`src/rtl/wb_arbiter.sv`:
```
// Writeback arbiter: pipeline always wins the register file port, MDU results queue in a small FIFO.
// Latency 1 cycle to rf_*; mdu_ready drops while the FIFO is full. Optional squash: WB_SQUASH_EN.
module wb_arbiter #(
    parameter int DEPTH = 2
) (
    input  logic        CLK,
    input  logic        nRST,
    input  logic        pipe_wen,
    input  logic [4:0]  pipe_wsel,
    input  logic [31:0] pipe_wdat,
    input  logic        mdu_valid,
    input  logic [4:0]  mdu_wsel,
    input  logic [31:0] mdu_wdat,
    output logic        mdu_ready,
    output logic        rf_wen,
    output logic [4:0]  rf_wsel,
    output logic [31:0] rf_wdat,
    output logic [31:0] pending_mask
);
    localparam logic [3:0] DEPTH_C = 4'(DEPTH);
    localparam logic [2:0] LAST    = 3'(DEPTH - 1);

    // Storage spans the full 3-bit pointer space; only DEPTH slots are ever addressed.
    logic [4:0]  q_sel [8];
    logic [31:0] q_dat [8];
    logic [2:0]  rd_ptr, wr_ptr;
    logic [3:0]  count;

    logic accept, fifo_empty, push, pop, head_vld;

    assign mdu_ready  = (count < DEPTH_C);
    assign accept     = mdu_valid && mdu_ready;
    assign fifo_empty = (count == 4'd0);
    assign push       = accept && (pipe_wen || !fifo_empty);
    assign pop        = !pipe_wen && !fifo_empty;

`ifdef WB_SQUASH_EN
    logic [7:0] q_vld;
    logic       squash;
    assign squash   = pipe_wen && (pipe_wsel != 5'd0);
    assign head_vld = q_vld[rd_ptr];

    always_ff @(posedge CLK or negedge nRST) begin
        if (!nRST) begin
            q_vld <= '0;
        end else begin
            for (int i = 0; i < 8; i++) begin
                if (squash && q_sel[i] == pipe_wsel)
                    q_vld[i] <= 1'b0;
            end
            if (push)
                q_vld[wr_ptr] <= !(squash && mdu_wsel == pipe_wsel);
        end
    end
`else
    assign head_vld = 1'b1;
`endif

    always_ff @(posedge CLK) begin
        if (push) begin
            q_sel[wr_ptr] <= mdu_wsel;
            q_dat[wr_ptr] <= mdu_wdat;
        end
    end

    always_ff @(posedge CLK or negedge nRST) begin
        if (!nRST) begin
            rd_ptr  <= '0;
            wr_ptr  <= '0;
            count   <= '0;
            rf_wen  <= 1'b0;
            rf_wsel <= '0;
            rf_wdat <= '0;
        end else begin
            if (push)
                wr_ptr <= (wr_ptr == LAST) ? 3'd0 : wr_ptr + 3'd1;
            if (pop)
                rd_ptr <= (rd_ptr == LAST) ? 3'd0 : rd_ptr + 3'd1;
            count <= count + 4'(push) - 4'(pop);

            if (pipe_wen) begin
                rf_wen  <= (pipe_wsel != 5'd0);
                rf_wsel <= pipe_wsel;
                rf_wdat <= pipe_wdat;
            end else if (!fifo_empty) begin
                rf_wen  <= head_vld && (q_sel[rd_ptr] != 5'd0);
                rf_wsel <= q_sel[rd_ptr];
                rf_wdat <= q_dat[rd_ptr];
            end else if (accept) begin
                rf_wen  <= (mdu_wsel != 5'd0);
                rf_wsel <= mdu_wsel;
                rf_wdat <= mdu_wdat;
            end else begin
                rf_wen  <= 1'b0;
            end
        end
    end

    // A slot is occupied when its distance from the head is below count.
    always_comb begin
        int off;
        pending_mask = '0;
        for (int i = 0; i < DEPTH; i++) begin
            off = i - int'(rd_ptr);
            if (off < 0)
                off = off + DEPTH;
`ifdef WB_SQUASH_EN
            if (off < int'(count) && q_vld[i])
`else
            if (off < int'(count))
`endif
                pending_mask[q_sel[i]] = 1'b1;
        end
        if (rf_wen)
            pending_mask[rf_wsel] = 1'b1;
        pending_mask[0] = 1'b0;
    end
endmodule

```
`config.mk`:
```
export PLATFORM = sky130hd
export DESIGN_NAME = wb_arbiter
export DESIGN_NICKNAME = d
export VERILOG_FILES = /design/src/rtl/wb_arbiter.sv
export SDC_FILE = /design/constraint.sdc
export NUM_CORES = 1
export LEC_CHECK = 0
export BUFFER_PORTS_ARGS = -buffer_cell sky130_fd_sc_hd__buf_2
export CAP_MARGIN = 0
export CORE_ASPECT_RATIO = 1.5
export CORE_MARGIN = 4
export CORE_UTILIZATION = 53
export DETAILED_ROUTE_END_ITERATION = 10
export PLACE_DENSITY = 0.76
export SYNTH_ARGS = -nofsm -noshare
export SYNTH_HDL_FRONTEND = slang
export SYNTH_SLANG_ARGS = --single-unit
```
`constraint.sdc`:
```
create_clock -name CLK -period 5.4 [get_ports CLK]
set_input_delay 1.35 -clock CLK [delete_from_list [all_inputs] [get_ports CLK]]
set_output_delay 1.35 -clock CLK [all_outputs]
set_load 0.03 [all_outputs]
```
==> results.md, run 1 <==
- Status: finished, final reports clean
- CTS clock-pin slew for the worst setup and hold paths: 0.07 ns
- WL/cell: between 20 and 25 µm
- Hold WS: 0.496 ns
- HP Class: reg -> reg
- Most Frequent Cell on Critical Path: ha_1
- Clock latency on the worst-skew pair: about 0.56 ns
- Final TNS setup: 0 ns
- IO Pins: around 150
- Crit-path cells: clkinvlp_4 -> ha_1 -> xor2_1 -> inv_1 -> ha_1 -> nand2_1 -> o21ai_0 -> ha_1 -> a211o_1 -> a31oi_1 -> a211o_1 -> buf_6 -> nand3_2 -> o221ai_1 -> clkbuf_4
- R2R Path End: rf_wdat[27]
- Worst Path Buf+Inv: 4
- Die width: 146 µm
- Hold Fails Final Rpt: 0
- Iter 0 DRT Violations: around 1200
- Mapped Area: about 15000 µm²
- Cells after Synth: ~1000
- GRT Resource Usage Total: a little under a quarter
- Leak: 0.00630 µW
- First-pass GRT wire length: 55600 µm
- Initial antenna violation count: 2
- Clock net sink count: 344
- Ys flop type: edfxtp_1
- Vias/cell: between 6 and 7
- Total Wirelength: roughly 36000 µm
- Vias in the first global route: about 9600
- Die Y: 214 µm
- Mean post-synth cell area: around 15 µm²
- Post-layout nets: ~1200
- Clk root buf: clkbuf_16
- Worst setup EP type: output port
- DRT antenna net count: 0
- PortBufs: 147
- FFs w/ async S/R, synth: between 10% and 20%
- Synthesized net count: between 1000 and 1500
- DRC: 0
- Vias: ~9500
- Register-to-register setup slack: around 2.2 ns
- Post-synthesis cell type count: 55
- Hold EP: rf_wdat[30]
- CTS max path bufs: 3
- Yosys warns: 0
- Final Critical Period: about 5.2 ns
- Crit Path Max Fanout: 25
- Cts bufs inserted: 28
- Max incr delay on CP: 0.43 ns
- RSZ-0062 raised after global routing: false
- Critical path's slowest cell: dfrtp_4
- Family with the most delay on the worst path: compound AO/OA/AOI/OAI gates
- Worst-Margin Slew: ~1.1 ns
- Post-synth EDFFs: between 200 and 300
- CTS tree: yes
- Peak VDD IR: approximately 0.29 mV
- Kind of critical path: reg -> out
- CP required: ~4.1 ns
- Worst slack, placed: between 0.6 and 0.7 ns
- Max Cap Viol: 0
- Area Growth Syn to Fin: 13.8%
- Synthesized flop and latch total: around 340
- Hold Crit Start: rf_wdat[30]
- Die ar.: between 30000 and 40000 µm²
- R2R cell count: 7
- Slew HR: around 30%
- Final setup viols: 0
- Initial Utilization: between 50% and 60%
- Fraction of layout cells with a size suffix above 1: between 20% and 30%
- FMAX: between 150 and 200 MHz
- Share of the clock period used by the worst path: between 90% and 100%
- Post-layout worst setup margin: 0.211 ns
- GP Congestion: 1.03
- Fillers: ~2000
- HPWL Detailed: between 20000 and 25000 µm
- Sequential share of the synthesized area: about two thirds
- WHS Path Cells: 2
- Core area: roughly 28000 µm²
- Largest net degree at the start of global routing: 58
- Worst Setup Start Kind: register
- Drt pass-1 iters: 9
- Htree depth: 1
- Hold-fix buffers, CTS: 0
- Reg-to-Reg Start: rd_ptr[0]
- Clock skew: approximately 0.02 ns
- Pwr/cell area: 478 nW/µm²
- Grt total ovfl: 0
- Slew Limit Fails: 0
- Final core occ: between 60% and 70%
- Worst path arrival time: ~3.8 ns
- Site Rows: 75
==> how the worst max path moves through the flow <==
stage                                  end      start  slack (ns)  cells past startpoint
after global routing      pending_mask[23]  rd_ptr[1]        0.03                     15
after CTS                  pending_mask[7]  rd_ptr[0]        0.04                     15
after detailed placement   pending_mask[7]  rd_ptr[0]        0.64                     15
final                     pending_mask[23]  rd_ptr[0]        0.21                     15
after floorplan                q_dat[1][0]  mdu_valid        0.50                      4
after global placement     pending_mask[7]  rd_ptr[0]        0.77                     15
==> Yosys cell counts, types with 17 or more instances <==
master | number | area share, %
ha_1 | 17 | 1.4
nand2b_1 | 40 | 1.7
nand2_1 | 151 | 3.8
buf_2 | 21 | 0.70
nand3_1 | 64 | 2.1
inv_1 | 25 | 0.62
nor2_1 | 88 | 2.2
dfrtp_1 | 48 | 8.0
mux4_2 | 73 | 11
edfxtp_1 | 296 | 59
clkbuf_1 | 31 | 0.77
a222oi_1 | 34 | 2.3
==> area by class of cell <==
cell class / count / area [µm²] / share of cell area [%]
Antenna cell: 1 / 2.50 / 0.0146
Clock buffer: 38 / 779 / 4.55
Clock inverter: 14 / 169 / 0.987
Inverter: 26 / 101 / 0.592
Multi-Input combinational cell: 577 / 4570 / 26.7
Sequential cell: 344 / 10100 / 59.0
Tap cell: 346 / 433 / 2.53
Timing Repair Buffer: 169 / 965 / 5.64
==> cells by family (layout without fill, tap and decap cells) <==
| logic type | Yosys count | count (layout) | synth area share, % |
|---|---|---|---|
| compound gates | 77 | 77 | 4.52 |
| xor+xnor | 8 | 8 | 0.466 |
| fa+ha+maj | 18 | 18 | 1.55 |
| buf+inv | 95 | 247 | 3.01 |
| flops | 344 | 344 | 67.1 |
| mux | 78 | 78 | 11.3 |
| other cells | 1 | 2 | 0.0249 |
| simple gates | 395 | 395 | 12.1 |
==> power breakdown <==
group	internal [µW]	switching, µW
sequential	3090	146
combinational	1110	1720
clock	1200	904
==> worst reg2reg max path, delay by kind of cell, from the launching register on <==
| family | cells | cell delay, ns |
|---|---|---|
| buffers and inverters | 2 | 1.41 |
| and+or+nand+nor | 3 | 0.29 |
| AOI/OAI and AO/OA | 1 | 0.27 |
| DFF | 1 | 0.43 |
| muxes | 1 | 0.62 |
==> registers in the layout (all words and copies together) (netlist names) <==
register  flops
rd_ptr        3
rf_wsel       5
rf_wen        1
wr_ptr        3
q_sel        40
rf_wdat      32
q_dat       256
count         4
==> per-layer routing <==
layer,track usage (%),up-vias,part of all wire (%)
li1,-,4136,-
met1,29.0,4747,37
met2,41.1,486,53
met3,2.75,90,7.2
met4,7.41,2,3.2
met5,0,-,0.019
==> cell usage in the layout, fill, tap and decap left out, types with 3 or more instances in the layout <==
cell type	instances
edfxtp_1	296
nand2_1	151
buf_2	143
nor2_1	84
mux4_2	73
nand3_1	63
dfrtp_1	46
nand2b_1	39
a222oi_1	34
clkbuf_16	29
inv_1	25
buf_4	19
ha_1	17
nor3b_1	12
nor3_1	8
clkbuf_1	7
nor2b_1	6
xnor2_1	6
a32oi_1	6
o21ai_0	6
and3b_1	5
o221ai_1	5
nand4_1	5
mux2i_1	5
clkinv_1	5
and3_1	4
nor2_4	4
bufinv_16	4
buf_12	4
clkinvlp_4	3
clkinv_2	3
==> what timing repair did <==
item                       4_1_cts  5_1_grt
gates resized for setup          0        8
buffers inserted                 0        0
setup endpoints to repair        0        6
==> stage by stage <==
step,std cells,instance area (µm²),power [µW]
5_1_grt,1514,17100,8580
2_1_floorplan,1016,15000,5420
4_1_cts,1514,17100,8200
3_3_place_gp,1462,16100,6030
6_report,1515,17100,8170
3_5_place_dp,1462,16100,6090
Note: power is estimated with default switching activity, not from simulation.
==> inputs of run 2 (changes only) <==
- clock period: 5.4 -> 4.6 ns (I/O delays scaled with it)
==> run 2 against run 1 <==
The flow now finishes with violations (negative setup slack). Sequential power up 18%. Flip-flop and latch count did not move. Setup slack lost 0.25 ns. Via count is 1.5% higher. Cell area increased by 2.5%. Final cell count increased by 1.1%. Global-route usage rose by 0.26 points. Critical path type unchanged.
==> results.md, run 2 (synthesis gave the netlist of run 1 again) <==
- Top Registers: q_dat (256), q_sel (40), rf_wdat (32) (unchanged)
- Final Critical Period: roughly 4.6 ns
- Total placed instance area: 16200 µm² (was 16100 µm²)
- CTS tree: yes (unchanged)
- Register bank with the most flops: q_dat (unchanged)
- Crit Path Max Fanout: 6 (was 25)
- Pint: 6590 µW (was 5400 µW)
- HP Class: reg -> reg (unchanged)
- Worst path arrival time: 3.49 ns (was 3.84 ns)
- Reg area: 10100 µm² (unchanged)
- Vias: 9601 (was 9461)
- Htree depth: 1 (unchanged)
- Pwr/cell area: 571 nW/µm² (was 478 nW/µm²)
- PortBufs: 147 (unchanged)
- Clock power share: 26.1% (was 25.8%)
- Hold Fails Final Rpt: 0 (unchanged)
- Die Y: 214 µm (unchanged)
- Total Wirelength: 37100 µm (was 35900 µm)
- Final TNS setup: -0.0927 ns (was 0 ns)
- Final setup viols: 4 (was 0)
- Commonest non-fill, non-tap cells in the layout: 296 x edfxtp_1, 151 x nand2_1, 116 x buf_2 (was 296 x edfxtp_1, 151 x nand2_1, 143 x buf_2)
- Slew Limit Fails: 0 (unchanged)
- Slew HR: 31.0% (was 29.8%)
- Failing checks: negative setup slack
- Clock latency on the worst-skew pair: 0.56 ns (about the same)
- Clock net sink count: 344 (unchanged)
- Fraction of layout cells with a size suffix above 1: 29.1% (was 25.7%)
- Final core occ: 62.7% (was 61.2%)
- WL/cell: 24.2 µm (was 23.7 µm)
- CP required: 3.45 ns (was 4.05 ns)
- Sequential share of power: 37.9% (was 39.6%)
- FMAX: approximately 220 MHz
- Largest net degree at the start of global routing: 72 (was 58)
- Design area: 17500 µm² (was 17100 µm²)
- Post-layout worst setup margin: -0.0396 ns (was 0.211 ns)
- GRT Resource Usage Total: 23.1% (was 22.8%)
- Status: finished with violations (was finished, final reports clean)
- Core area: 28000 µm² (unchanged)
- Area Growth Syn to Fin: 16.7% (was 13.8%)
- Worst Setup Start Kind: register (unchanged)
- Site Rows: 75 (unchanged)
- Hold-fix buffers, CTS: 0 (unchanged)
- IO Pins: 149 (unchanged)
- Peak VDD IR: 0.302 mV (was 0.288 mV)
- GP Congestion: 0.950 (was 1.03)
- Die width: 146 µm (unchanged)
- Vias in the first global route: 9759 (was 9622)
- Clock skew: 0.0119 ns (was 0.0202 ns)
- Worst setup EP type: output port (unchanged)
- Fillers: 1939 (was 2013)
- Share of the clock period used by the worst path: 101%
- Max Cap Viol: 0 (unchanged)
- Cts bufs inserted: 30 (was 28)
- DRT antenna net count: 0 (unchanged)
- CTS max path bufs: 3 (unchanged)
- Leak: 0.00647 µW (was 0.00630 µW)
- Worst-Margin Slew: 1.04 ns (was 1.05 ns)
- Switching power: 3440 µW (was 2770 µW)
- Vias/cell: 6.27 (was 6.24)
- Comb pwr share: 36.1% (was 34.7%)
- Die ar.: 31200 µm² (unchanged)
- HPWL Detailed: 21900 µm (was 21400 µm)
- Post-layout nets: 1256 (was 1242)
- Grt total ovfl: 0 (unchanged)
- Multi-input logic area: 4680 µm² (was 4570 µm²)
- Initial Utilization: 53.8% (unchanged)
- Iter 0 DRT Violations: 1125 (was 1165)
- CTS clock-pin slew for the worst setup and hold paths: 0.07 ns (about the same)
- Sw Share: 34.3% (was 33.9%)
- DRC: 0 (unchanged)
- Clk root buf: clkbuf_16 (unchanged)
- Commonest non-fill, non-tap cell in the layout: edfxtp_1 (unchanged)
- RSZ-0062 raised after global routing: true (was false)
- Max reg flops: 256 (unchanged)
- Kind of critical path: reg -> out (unchanged)
- Drt pass-1 iters: 9 (unchanged)
- First-pass GRT wire length: 56400 µm (was 55600 µm)
- Initial antenna violation count: 3 (was 2)
run 2: cell count changes in the layout (fill, tap and decap cells not counted), moves of 5 or more:
cell,delta
buf_2,-27
buf_6,+20
buf_4,+14
nand3_1,-8
clkbuf_1,-7
nand3_2,+7
clkbuf_4,+5
clkinv_2,+5
o221ai_1,-5
o221ai_2,+5
run 2: metal layers:
| layer | global-route usage (%) | share of wire (%) |
|---|---|---|
| met1 | 28.6 | 35 |
| met2 | 41.5 | 53 |
| met3 | 2.60 | 7.5 |
| met4 | 9.16 | 4.0 |
| met5 | 0 | 0.057 |
run 2: power groups by stage:
stage	Clock [µW]	Sequential (µW)	Combinational (µW)
global route	2790	3830	3880
global placement	0	3840	3260
CTS	2660	3790	3450
floorplan	0	4090	2280
detailed placement	0	3850	3330
finish	2610	3800	3620
run 2: final cells by class:
cell class                      instances  area share [%]
Antenna cell                            1          0.0143
Clock buffer                           32            4.50
Clock inverter                         24            1.41
Inverter                               26           0.585
Multi-Input combinational cell        577            26.7
Sequential cell                       344            57.5
Tap cell                              346            2.47
Timing Repair Buffer                  181            6.82
run 2: metrics by stage:
| step | hold WS, ns | instances | setup WS [ns] | total power, µW |
|---|---|---|---|---|
| detailed placement | 0.485 | 1468 | 0.295 | 7180 |
| CTS | 0.502 | 1527 | 0.000160 | 9900 |
| global route | 0.525 | 1531 | -0.124 | 10500 |
| floorplan | 0.515 | 1016 | 0.140 | 6370 |
| finish | 0.499 | 1531 | -0.0396 | 10000 |
| global placement | 0.475 | 1468 | 0.453 | 7100 |
run 2: worst max-delay path, cell delays in order (launching register included):
cell      delay, ns
dfrtp_4        0.49
inv_4          0.07
ha_4           0.14
xor2_2         0.18
inv_1          0.06
ha_1           0.29
nand2_1        0.06
o21ai_1        0.07
ha_1           0.31
a211o_1        0.26
a31oi_1        0.16
a211o_2        0.25
buf_4          0.18
nand3_1        0.09
nand3_1        0.13
clkbuf_4       0.20
run 2: repair_timing:
action / 4_1_cts / 5_1_grt
pin swaps: 1 / 13
setup endpoints to repair: 26 / 31
cloned: 1 / 2
setup buffers: 2 / 1
resized for setup: 18 / 76
run 2: worst paths after layout:
kind	slack, ns	depth (start not counted)	startpoint	to
setup / recovery	-0.04	15	rd_ptr[0]	pending_mask[26]
hold / removal	0.50	2	rf_wdat[1]	rf_wdat[1]
setup reg to reg	1.44	7	rd_ptr[0]	rf_wdat[4]
hold reg to reg	0.50	2	rf_wdat[1]	rf_wdat[1]
max in group asynchronous	3.13	2	nRST	rd_ptr[0]
min in group asynchronous	0.56	1	nRST	rf_wdat[11]
==> inputs of run 3 (changes only) <==
- PLACE_DENSITY: 0.76 -> 0.77
==> run 3 against run 2 <==
Non-clock buffer count decreased by 2. Highest routed layer unchanged. Worst hold slack lost 0.0044 ns. Global-route usage is 1.0 points higher. Setup slack gained 0.033 ns. The run still ends with negative setup slack left. Cell area is essentially flat. Flip-flop and latch count unchanged. Largest power group unchanged.
==> results.md, run 3 (synthesis gave the netlist of run 1 again) <==
- Htree depth: 1 (unchanged)
- Kind of critical path: reg -> out (unchanged)
- Site Rows: 75 (unchanged)
- Clock net sink count: 344 (unchanged)
- Total Wirelength: 38400 µm (was 37100 µm)
- HP Class: reg -> reg (unchanged)
- Final setup viols: 1 (was 4)
- CTS clock-pin slew for the worst setup and hold paths: 0.07 ns (about the same)
- Vias in the first global route: 10100 (was 9759)
- Fraction of layout cells with a size suffix above 1: 29.0% (was 29.1%)
- Top Registers: q_dat (256), q_sel (40), rf_wdat (32) (unchanged)
- Leak: 0.00647 µW (about the same)
- Max reg flops: 256 (unchanged)
- Iter 0 DRT Violations: 1075 (was 1125)
- Initial antenna violation count: 4 (was 3)
- Slew HR: 24.7% (was 31.0%)
- CTS tree: yes (unchanged)
- Post-layout worst setup margin: -0.00697 ns (was -0.0396 ns)
- Hold Fails Final Rpt: 0 (unchanged)
- Initial Utilization: 53.8% (unchanged)
- Die Y: 214 µm (unchanged)
- Vias/cell: 6.38 (was 6.27)
- Die ar.: 31200 µm² (unchanged)
- Die width: 146 µm (unchanged)
- Post-layout nets: 1253 (was 1256)
- CP required: 3.45 ns (about the same)
- GRT Resource Usage Total: 24.1% (was 23.1%)
- Share of the clock period used by the worst path: 100% (was 101%)
- CTS max path bufs: 3 (unchanged)
- Hold WS: 0.495 ns (was 0.499 ns)
- Core area: 28000 µm² (unchanged)
- Area Growth Syn to Fin: 16.7% (about the same)
- PortBufs: 147 (unchanged)
- DRC: 0 (unchanged)
- Pwr/cell area: 566 nW/µm² (was 571 nW/µm²)
- Slew Limit Fails: 0 (unchanged)
- Failing checks: negative setup slack (unchanged)
- Worst Setup Start Kind: register (unchanged)
- Clk root buf: clkbuf_16 (unchanged)
- FMAX: 217 MHz (was 216 MHz)
- GP Congestion: 0.981 (was 0.950)
- Drt pass-1 iters: 8 (was 9)
- WL/cell: 25.2 µm (was 24.2 µm)
- Clock skew: 0.0183 ns (was 0.0119 ns)
- RSZ-0062 raised after global routing: true (unchanged)
- Max Cap Viol: 0 (unchanged)
- Status: finished with violations (unchanged)
- Largest net degree at the start of global routing: 77 (was 72)
- Placed Cells incl. Taps: 1465 (was 1468)
- Worst-Margin Slew: 1.13 ns (was 1.04 ns)
- Peak VDD IR: 0.351 mV (was 0.302 mV)
- Worst setup EP type: output port (unchanged)
- Clock latency on the worst-skew pair: 0.58 ns (was 0.56 ns)
- Cts bufs inserted: 29 (was 30)
- Register bank with the most flops: q_dat (unchanged)
- Final Critical Period: 4.61 ns (was 4.64 ns)
- HPWL Detailed: 22800 µm (was 21900 µm)
- Pwr Total: 9940 µW (was 10000 µW)
- Worst path arrival time: 3.46 ns (was 3.49 ns)
- IO Pins: 149 (unchanged)
- Final TNS setup: -0.00697 ns (was -0.0927 ns)
- DRT antenna net count: 0 (unchanged)
- Vias: 9735 (was 9601)
- First-pass GRT wire length: 58700 µm (was 56400 µm)
- Commonest non-fill, non-tap cells in the layout: 296 x edfxtp_1, 151 x nand2_1, 116 x buf_2 (unchanged)
- Finished Layout Cells: 1526 (was 1531)
- Crit Path Max Fanout: 6 (unchanged)
- Grt total ovfl: 0 (unchanged)
- Commonest non-fill, non-tap cell in the layout: edfxtp_1 (unchanged)
==> run 3: critical path, cell delays in order (launching register included) <==
cell and delay (ns):
dfrtp_4 0.50, inv_4 0.07, ha_4 0.14, xor2_2 0.15
inv_1 0.07, ha_1 0.28, nand2_1 0.07, o21ai_2 0.05
ha_1 0.30, a211o_1 0.26, a31oi_1 0.15, a211o_2 0.27
nand3_4 0.18, o221ai_2 0.24, buf_6 0.17
==> run 3: final timing paths <==
path	end	depth (start not counted)	from	slack, ns
worst min register to register	rf_wdat[28]	2	rf_wdat[28]	0.50
worst min-delay path	rf_wdat[28]	2	rf_wdat[28]	0.50
worst max register to register	rf_wdat[29]	7	rd_ptr[0]	1.61
max in group asynchronous	rf_wdat[2]	2	nRST	3.00
worst max-delay path	pending_mask[15]	14	rd_ptr[0]	-0.007
min in group asynchronous	rf_wdat[21]	1	nRST	0.74
==> run 3: power breakdown <==
part           switching (µW)  leakage [µW]  internal (µW)  total (µW)
Sequential                181       0.00324           3630        3810
Combinational            2180       0.00277           1550        3730
Clock                    1100      0.000457           1300        2400
Total                    3460       0.00647           6480        9940
==> run 3: layout make-up <==
| type | instances | area [µm²] |
|---|---|---|
| antenna | 1 | 2.50 |
| clock buffer | 35 | 758 |
| clock inverter | 18 | 166 |
| fill | 1929 | 10400 |
| inverter | 26 | 103 |
| multi-input combinational | 577 | 4720 |
| sequential | 344 | 10100 |
| tap | 346 | 433 |
| timing repair buffer | 179 | 1270 |
==> run 3: stage by stage <==
stage	setup WS [ns]	instance area [µm²]	util, %
6_report	-0.00697	17600	62.8
5_1_grt	-0.143	17600	62.8
4_1_cts	-0.0201	17200	61.6
3_5_place_dp	0.251	16200	57.8
3_3_place_gp	0.338	16200	57.8
2_1_floorplan	0.140	15100	-
==> run 3: what timing repair did <==
action	4_1_cts	5_1_grt
hold buffers	0	0
setup buffers	4	2
setup endpoints to repair	31	31
resized for setup	30	87
gates cloned	1	1
pin swaps	3	17
==> run 3: per-layer routing <==
| metal | track usage [%] | routed length (µm) | up-vias | share of wire, % |
|---|---|---|---|---|
| met4 | 10.4 | 1640 | 6 | 4.3 |
| li1 | - | - | 4166 | - |
| met1 | 29.0 | 13500 | 4861 | 35 |
| met3 | 3.53 | 2910 | 130 | 7.6 |
| met2 | 43.3 | 20400 | 572 | 53 |
| met5 | 0 | 34 | - | 0.088 |
